File: src/rtl/eth_pkg.sv
// Shared types and constants for the 10G Ethernet datapath blocks.
package eth_pkg;

    typedef enum logic [1:0] {
        ARB_IDLE = 2'd0,
        ARB_PASS = 2'd1,
        ARB_DROP = 2'd2
    } arb_state_e;

    localparam int ETH_DATA_W = 64;
    localparam int ETH_KEEP_W = ETH_DATA_W / 8;

endpackage

File: src/rtl/eth_rr_pick.sv
// Combinational rotate-priority picker: returns the first asserted request
// scanning last+1, last+2, ... with wrap-around. Shared by the TX arbiter and
// the RX demux.
module eth_rr_pick #(
    parameter int unsigned N     = 2,
    parameter int unsigned IDX_W = (N > 1) ? $clog2(N) : 1
) (
    input  logic [N-1:0]     req,
    input  logic [IDX_W-1:0] last,
    output logic             valid,
    output logic [IDX_W-1:0] winner
);

    logic [31:0]      w_sum;
    logic [IDX_W-1:0] w_idx;

    // Scan N candidates starting just after the previous winner; first hit wins.
    always_comb begin
        valid  = 1'b0;
        winner = '0;
        w_sum  = '0;
        w_idx  = '0;
        for (int unsigned i = 1; i <= N; i++) begin
            w_sum = 32'(last) + i;
            w_idx = IDX_W'(w_sum % N);
            if (!valid && req[w_idx]) begin
                valid  = 1'b1;
                winner = w_idx;
            end
        end
    end

endmodule

File: src/rtl/eth_tx_arbiter.sv
// Per-frame round-robin arbiter sharing the MAC TX AXI-Stream among N_PORTS
// sources. Frames longer than MAX_BEATS are cut with a forced tlast+tuser
// (abort) and the remainder of the source frame is discarded.
// Optional: define ETH_TX_ARB_STATS_EN to add frame_cnt/abort_cnt counters.
module eth_tx_arbiter
    import eth_pkg::*;
#(
    parameter int N_PORTS   = 2,
    parameter int DATA_W    = ETH_DATA_W,
    parameter int MAX_BEATS = 1518
) (
    input  logic                         clk156,
    input  logic                         reset,
    input  logic [N_PORTS-1:0]           s_axis_tvalid,
    output logic [N_PORTS-1:0]           s_axis_tready,
    input  logic [N_PORTS*DATA_W-1:0]    s_axis_tdata,
    input  logic [N_PORTS*DATA_W/8-1:0]  s_axis_tkeep,
    input  logic [N_PORTS-1:0]           s_axis_tlast,
    input  logic [N_PORTS-1:0]           s_axis_tuser,
    output logic                         m_axis_tvalid,
    input  logic                         m_axis_tready,
    output logic [DATA_W-1:0]            m_axis_tdata,
    output logic [DATA_W/8-1:0]          m_axis_tkeep,
    output logic                         m_axis_tlast,
    output logic                         m_axis_tuser,
    output logic [N_PORTS-1:0]           grant,
    output logic                         busy
`ifdef ETH_TX_ARB_STATS_EN
    ,
    output logic [N_PORTS*32-1:0]        frame_cnt,
    output logic [31:0]                  abort_cnt
`endif
);

    localparam int          KEEP_W    = DATA_W / 8;
    localparam int          IDX_W     = (N_PORTS > 1) ? $clog2(N_PORTS) : 1;
    localparam logic [15:0] LAST_BEAT = 16'(MAX_BEATS - 1);

    arb_state_e         r_state;
    logic [N_PORTS-1:0] r_grant;
    logic [IDX_W-1:0]   r_gidx;
    logic [IDX_W-1:0]   r_rr_last;
    logic [15:0]        r_beat_cnt;

    logic               w_pick_valid;
    logic [IDX_W-1:0]   w_pick_idx;
    logic               w_sel_valid;
    logic               w_sel_last;
    logic               w_sel_user;
    logic               w_accept;
    logic               w_cut;

    eth_rr_pick #(
        .N     (N_PORTS),
        .IDX_W (IDX_W)
    ) u_pick (
        .req    (s_axis_tvalid),
        .last   (r_rr_last),
        .valid  (w_pick_valid),
        .winner (w_pick_idx)
    );

    assign w_sel_valid = s_axis_tvalid[r_gidx];
    assign w_sel_last  = s_axis_tlast[r_gidx];
    assign w_sel_user  = s_axis_tuser[r_gidx];
    assign w_accept    = (r_state == ARB_PASS) && w_sel_valid && m_axis_tready;
    // The beat at the size limit is cut unless the source ends the frame there itself.
    assign w_cut       = (r_state == ARB_PASS) && (r_beat_cnt == LAST_BEAT) && !w_sel_last;

    assign grant = r_grant;
    assign busy  = (r_state != ARB_IDLE);

    // Output muxing: pass-through of the granted source in PASS, sink-only in DROP.
    always_comb begin
        m_axis_tvalid = 1'b0;
        m_axis_tdata  = '0;
        m_axis_tkeep  = '0;
        m_axis_tlast  = 1'b0;
        m_axis_tuser  = 1'b0;
        s_axis_tready = '0;
        case (r_state)
            ARB_PASS: begin
                m_axis_tvalid = w_sel_valid;
                m_axis_tdata  = s_axis_tdata[int'(r_gidx)*DATA_W +: DATA_W];
                m_axis_tkeep  = s_axis_tkeep[int'(r_gidx)*KEEP_W +: KEEP_W];
                m_axis_tlast  = w_sel_last | w_cut;
                m_axis_tuser  = w_sel_user | w_cut;
                s_axis_tready = r_grant & {N_PORTS{m_axis_tready}};
            end
            ARB_DROP: begin
                s_axis_tready = r_grant;
            end
            default: ;
        endcase
    end

    // Arbitration FSM: grant held from arbitration until the frame (or its discarded tail) ends.
    always_ff @(posedge clk156) begin
        if (reset) begin
            r_state    <= ARB_IDLE;
            r_grant    <= '0;
            r_gidx     <= '0;
            r_rr_last  <= IDX_W'(N_PORTS - 1);
            r_beat_cnt <= '0;
        end else begin
            case (r_state)
                ARB_IDLE: begin
                    if (w_pick_valid) begin
                        r_grant    <= N_PORTS'(1) << w_pick_idx;
                        r_gidx     <= w_pick_idx;
                        r_rr_last  <= w_pick_idx;
                        r_beat_cnt <= '0;
                        r_state    <= ARB_PASS;
                    end
                end
                ARB_PASS: begin
                    if (w_accept) begin
                        r_beat_cnt <= (r_beat_cnt == 16'hFFFF) ? r_beat_cnt : r_beat_cnt + 16'd1;
                        if (w_sel_last) begin
                            r_state <= ARB_IDLE;
                            r_grant <= '0;
                        end else if (r_beat_cnt == LAST_BEAT) begin
                            r_state <= ARB_DROP;
                        end
                    end
                end
                ARB_DROP: begin
                    if (w_sel_valid && w_sel_last) begin
                        r_state <= ARB_IDLE;
                        r_grant <= '0;
                    end
                end
                default: begin
                    r_state <= ARB_IDLE;
                    r_grant <= '0;
                end
            endcase
        end
    end

`ifdef ETH_TX_ARB_STATS_EN
    logic [N_PORTS*32-1:0] r_frame_cnt;
    logic [31:0]           r_abort_cnt;

    // Statistics: completed frames per port and forced aborts, both wrapping.
    always_ff @(posedge clk156) begin
        if (reset) begin
            r_frame_cnt <= '0;
            r_abort_cnt <= '0;
        end else begin
            if (w_accept && w_sel_last) begin
                r_frame_cnt[int'(r_gidx)*32 +: 32] <= r_frame_cnt[int'(r_gidx)*32 +: 32] + 32'd1;
            end
            if (w_accept && w_cut) begin
                r_abort_cnt <= r_abort_cnt + 32'd1;
            end
        end
    end

    assign frame_cnt = r_frame_cnt;
    assign abort_cnt = r_abort_cnt;
`endif

endmodule

File: config.mk
export PLATFORM = sky130hd
export DESIGN_NAME = eth_tx_arbiter
export DESIGN_NICKNAME = d
export VERILOG_FILES = /design/src/rtl/eth_pkg.sv /design/src/rtl/eth_rr_pick.sv /design/src/rtl/eth_tx_arbiter.sv
export SDC_FILE = /design/constraint.sdc
export NUM_CORES = 1
export LEC_CHECK = 0
export BUFFER_PORTS_ARGS = -buffer_cell sky130_fd_sc_hd__buf_2
export CAP_MARGIN = 10
export CORE_AREA = 2 2 91 93
export CTS_BUF_LIST = sky130_fd_sc_hd__clkbuf_16
export CTS_CLUSTER_DIAMETER = 100
export DETAILED_ROUTE_END_ITERATION = 7
export DIE_AREA = 0 0 93 95
export PLACE_DENSITY = 0.7
export REMOVE_ABC_BUFFERS = 1
export SLEW_MARGIN = 10
export SYNTH_ARGS = -nofsm -noshare
export SYNTH_HDL_FRONTEND = slang
export SYNTH_SLANG_ARGS = --single-unit
File: constraint.sdc
create_clock -name clk156 -period 3.4 [get_ports clk156]
set_input_delay 0.68 -clock clk156 [delete_from_list [all_inputs] [get_ports clk156]]
set_output_delay 0.68 -clock clk156 [all_outputs]
set_load 0.02 [all_outputs]
==> metrics.txt <==
# TYPE chip_impl_metric gauge
chip_impl_metric{name="netSwitchingFraction",unit="%"} 50.7
chip_impl_metric{name="rows",unit=""} 33
chip_impl_metric{name="insertion_delay",unit="ns"} 0.26
chip_impl_metric{name="io_pins",unit=""} 233
chip_impl_metric{name="cellInternalPower",unit="mW"} 0.965
chip_impl_metric{name="timing.final.crit_share",unit="%"} 83.6
chip_impl_metric{name="min_path_cells",unit=""} 2
chip_impl_metric{name="avgRoutedWirePerCell",unit="um"} 16.7
chip_impl_metric{name="ys_async_sr_fraction",unit="%"} 0
chip_impl_metric{name="finalSetupViolCount",unit=""} 0
chip_impl_info{name="cts_tree",value="done"} 1
chip_impl_metric{name="design.die.area",unit="sq um"} 8840
chip_impl_metric{name="synth-edff-count",unit=""} 0
chip_impl_metric{name="drc_errors",unit=""} 0
chip_impl_metric{name="fin_hold_ws",unit="ns"} 0.497
chip_impl_metric{name="final-max-slew-violation-count",unit=""} 0
chip_impl_metric{name="cts_htree_levels",unit=""} 1
chip_impl_metric{name="setup.reg_to_reg.worst_slack",unit="ns"} 0.96
chip_impl_metric{name="grt_use_met2",unit="%"} 37.0
chip_impl_metric{name="grt_start_max_net_pins",unit=""} 46
chip_impl_metric{name="cts_buffer_depth",unit=""} 2
chip_impl_metric{name="vias_per_cell",unit=""} 5.08
chip_impl_info{name="synthFlopType",value="sky130_fd_sc_hd__dfxtp_1"} 1
chip_impl_metric{name="detail_route.first_pass.iterations",unit=""} 4
chip_impl_metric{name="vias",unit=""} 3345
chip_impl_metric{name="yosysSeqAreaShare",unit="%"} 18.2
chip_impl_metric{name="clock_sinks",unit=""} 22
chip_impl_metric{name="dp.final_hpwl",unit="mm"} 9.29
chip_impl_info{name="worst_setup_path_start_kind",value="flip-flop"} 1
chip_impl_info{name="timing_worst_setup_path_type",value="reg -> out"} 1
chip_impl_metric{name="skew",unit="ns"} 0.00426
chip_impl_metric{name="die_y",unit="um"} 95
chip_impl_metric{name="worst-path-max-fanout",unit=""} 6
chip_impl_info{name="cts_root_buffer",value="sky130_fd_sc_hd__clkbuf_16"} 1
chip_impl_metric{name="postSynthRegisterBits",unit=""} 22
chip_impl_metric{name="seqPwrFrac",unit="%"} 14.9
chip_impl_metric{name="port-buffer-count",unit=""} 232
chip_impl_metric{name="power.net_switching",unit="mW"} 0.993
chip_impl_metric{name="p_per_area",unit="nW/um^2"} 520
chip_impl_metric{name="area_delta_synth_final",unit="%"} 55.0
chip_impl_metric{name="synthesis.area",unit="sq um"} 2430
chip_impl_metric{name="clk_transition_reported_paths",unit="ns"} 0.06
chip_impl_metric{name="gr-usage-all-layers",unit="%"} 23.6
chip_impl_metric{name="yosys_warnings",unit=""} 0
chip_impl_info{name="r2r-end",value="r_beat_cnt[6]"} 1
chip_impl_metric{name="finalWirelength",unit="mm"} 11.0
chip_impl_info{name="timing.rr.start",value="r_state[1]"} 1
chip_impl_info{name="worst_hold_startpoint",value="r_state[0]"} 1
chip_impl_metric{name="grt.met1_usage",unit="%"} 31.1
chip_impl_metric{name="antenna_left",unit=""} 0
chip_impl_info{name="outcome",value="completed"} 1
chip_impl_metric{name="die_width",unit="um"} 93
chip_impl_metric{name="core_region_area",unit="sq um"} 7930
chip_impl_info{name="hold_class",value="reg -> reg"} 1
chip_impl_metric{name="cts.hold.buffers_added",unit=""} 0
chip_impl_metric{name="power.static_leakage",unit="nW"} 1.89
chip_impl_metric{name="final-hold-violation-count",unit=""} 0
chip_impl_metric{name="routabilityCongestion",unit=""} 0.929
chip_impl_metric{name="power.clock.fraction",unit="%"} 15.8
chip_impl_metric{name="post_cts.repair.setup_buffers",unit=""} 0
chip_impl_metric{name="design.final.nets",unit=""} 710
chip_impl_metric{name="globalRouteMet3Util",unit="%"} 9.82
chip_impl_metric{name="initial_antenna_violation_count",unit=""} 10
chip_impl_metric{name="max_frequency",unit="GHz"} 0.352
chip_impl_metric{name="grt.overflow.total",unit=""} 0
chip_impl_metric{name="power",unit="mW"} 1.96
chip_impl_info{name="holdPathEnd",value="r_state[0]"} 1
chip_impl_metric{name="slew-limit-headroom",unit="%"} 52.0
chip_impl_metric{name="initial_core_util",unit="%"} 30.6
chip_impl_metric{name="power.share.combinational",unit="%"} 69.4
chip_impl_metric{name="cells_after_synthesis",unit=""} 334
chip_impl_metric{name="timing.reg2reg.worst_path_depth",unit=""} 7
chip_impl_metric{name="crit_required",unit="ns"} 2.72
chip_impl_metric{name="first_pass_grt_wire_length",unit="mm"} 16.0
chip_impl_metric{name="dr.first_iter.drc_count",unit=""} 208
chip_impl_metric{name="worst-slew-pin-transition",unit="ns"} 0.720
chip_impl_metric{name="cts_resized",unit=""} 0
chip_impl_metric{name="cts_inserted_buffers",unit=""} 3
chip_impl_info{name="unrepaired_setup_endpoints_after_global_routing",value="false"} 1
chip_impl_metric{name="critical_path_arrival",unit="ns"} 2.16
chip_impl_metric{name="vias_in_the_first_global_route",unit=""} 3014
chip_impl_metric{name="n_fill_cell",unit=""} 825
chip_impl_metric{name="post_route_cells_drive_above_1_share",unit="%"} 44.6
chip_impl_metric{name="fin_crit",unit="ns"} 2.84
chip_impl_metric{name="postSynthAreaPerCell",unit="sq um"} 7.26
chip_impl_metric{name="netlist-cell-type-count",unit=""} 44
chip_impl_metric{name="timing.max_cap.violations",unit=""} 0
chip_impl_info{name="cp-end-kind",value="primary output"} 1
chip_impl_metric{name="max-vdd-ir-drop",unit="mV"} 0.298
chip_impl_info{name="grt.busiest_layer",value="met2"} 1
through the flow:
stage	setup TNS, ns	util, %	setup WS, ns	std cells	area [sq um]
after floorplan	-56.84	-	-0.876	312	2320
after global placement	0	46.1	0.843	652	3660
after detailed placement	0	46.1	0.864	652	3660
after CTS	0	47.4	0.565	656	3760
after global routing	0	47.4	0.412	657	3760
final	0	47.4	0.558	658	3760
logic make-up (layout without fill, tap and decap cells):
group           count (synthesis)  count (layout)  synth area share [%]
buf+inv                        32             249                  5.72
simple gates                  152             152                  29.0
fa+ha+maj                       5               5                  2.58
compound gates                 45              45                  12.3
mux                            78              78                  32.2
other cells                     0               2                     0
flops                          22              22                  18.2
power groups by stage:
stage | sequential, mW | clock, mW | combinational [mW]
global placement | 0.296 | 0 | 1.34
finish | 0.291 | 0.309 | 1.36
detailed placement | 0.297 | 0 | 1.36
CTS | 0.291 | 0.311 | 1.36
floorplan | 0.357 | 0 | 0.838
global route | 0.295 | 0.325 | 1.46
flip-flops by register name (all words and copies together) (netlist names):
| register | cells |
|---|---|
| grant | 2 |
| r_beat_cnt | 16 |
| r_state | 2 |
| r_gidx | 1 |
| r_rr_last | 1 |
how the worst max path moves through the flow:
stage / from / slack, ns / end / cells past startpoint
final: r_beat_cnt[0] / 0.56 / m_axis_tlast / 6
after global routing: r_beat_cnt[0] / 0.41 / m_axis_tuser / 6
after CTS: r_beat_cnt[0] / 0.57 / m_axis_tuser / 6
after detailed placement: s_axis_tlast[1] / 0.86 / m_axis_tuser / 5
after global placement: s_axis_tlast[1] / 0.84 / m_axis_tuser / 5
after floorplan: r_gidx / -0.88 / m_axis_tuser / 3
cells in the mapped netlist, drive strengths merged, types with 3 or more instances:
cell     n  area share [%]
nor2    84              13
mux2i   78              32
dfxtp   22              18
nand2   18             2.8
buf     14             2.9
nand3   13             2.9
a21oi   12             2.5
inv     10             1.5
clkbuf   8             1.3
o21ai    8             1.7
ha       5             2.6
nand2b   5             1.3
nand4    5             1.5
o22ai    5             1.3
or3      5             1.3
a21o     4             1.2
and2     4             1.0
and3     3            0.83
nor3     3            0.62
o31ai    3            0.93
or2b     3            0.93
per-layer routing:
| layer | wire length [um] | up-vias |
|---|---|---|
| met1 | 4670 | 1516 |
| met2 | 4740 | 180 |
| met5 | 89 | - |
| met3 | 1420 | 22 |
| met4 | 90 | 14 |
| li1 | - | 1613 |
area by class of cell:
| cell class | count | area [sq um] | area share (%) |
|---|---|---|---|
| antenna | 2 | 5.00 | 0.133 |
| clock buffer | 4 | 100 | 2.66 |
| inverter | 10 | 37.5 | 0.998 |
| multi-input combinational | 280 | 1850 | 49.1 |
| sequential | 22 | 444 | 11.8 |
| tap | 105 | 131 | 3.49 |
| timing repair buffer | 235 | 1200 | 31.8 |
worst max-delay path, stage by stage, from the launching register on:
cell	delay [ns]
sky130_fd_sc_hd__dfxtp_1	0.42
sky130_fd_sc_hd__ha_1	0.17
sky130_fd_sc_hd__nor4b_1	0.25
sky130_fd_sc_hd__nand4_1	0.12
sky130_fd_sc_hd__or3_1	0.50
sky130_fd_sc_hd__a21oi_1	0.23
sky130_fd_sc_hd__buf_2	0.19
cell usage in the layout, fill, tap and decap left out, drive strengths merged, types with 8 or more instances in the layout:
cell   Yosys  routed
buf       14     235
a21oi     12      12
nand3     13      13
nor2      84      84
inv       10      10
dfxtp     22      22
mux2i     78      78
o21ai      8       8
nand2     18      18
(Power assumes the default switching activity.)
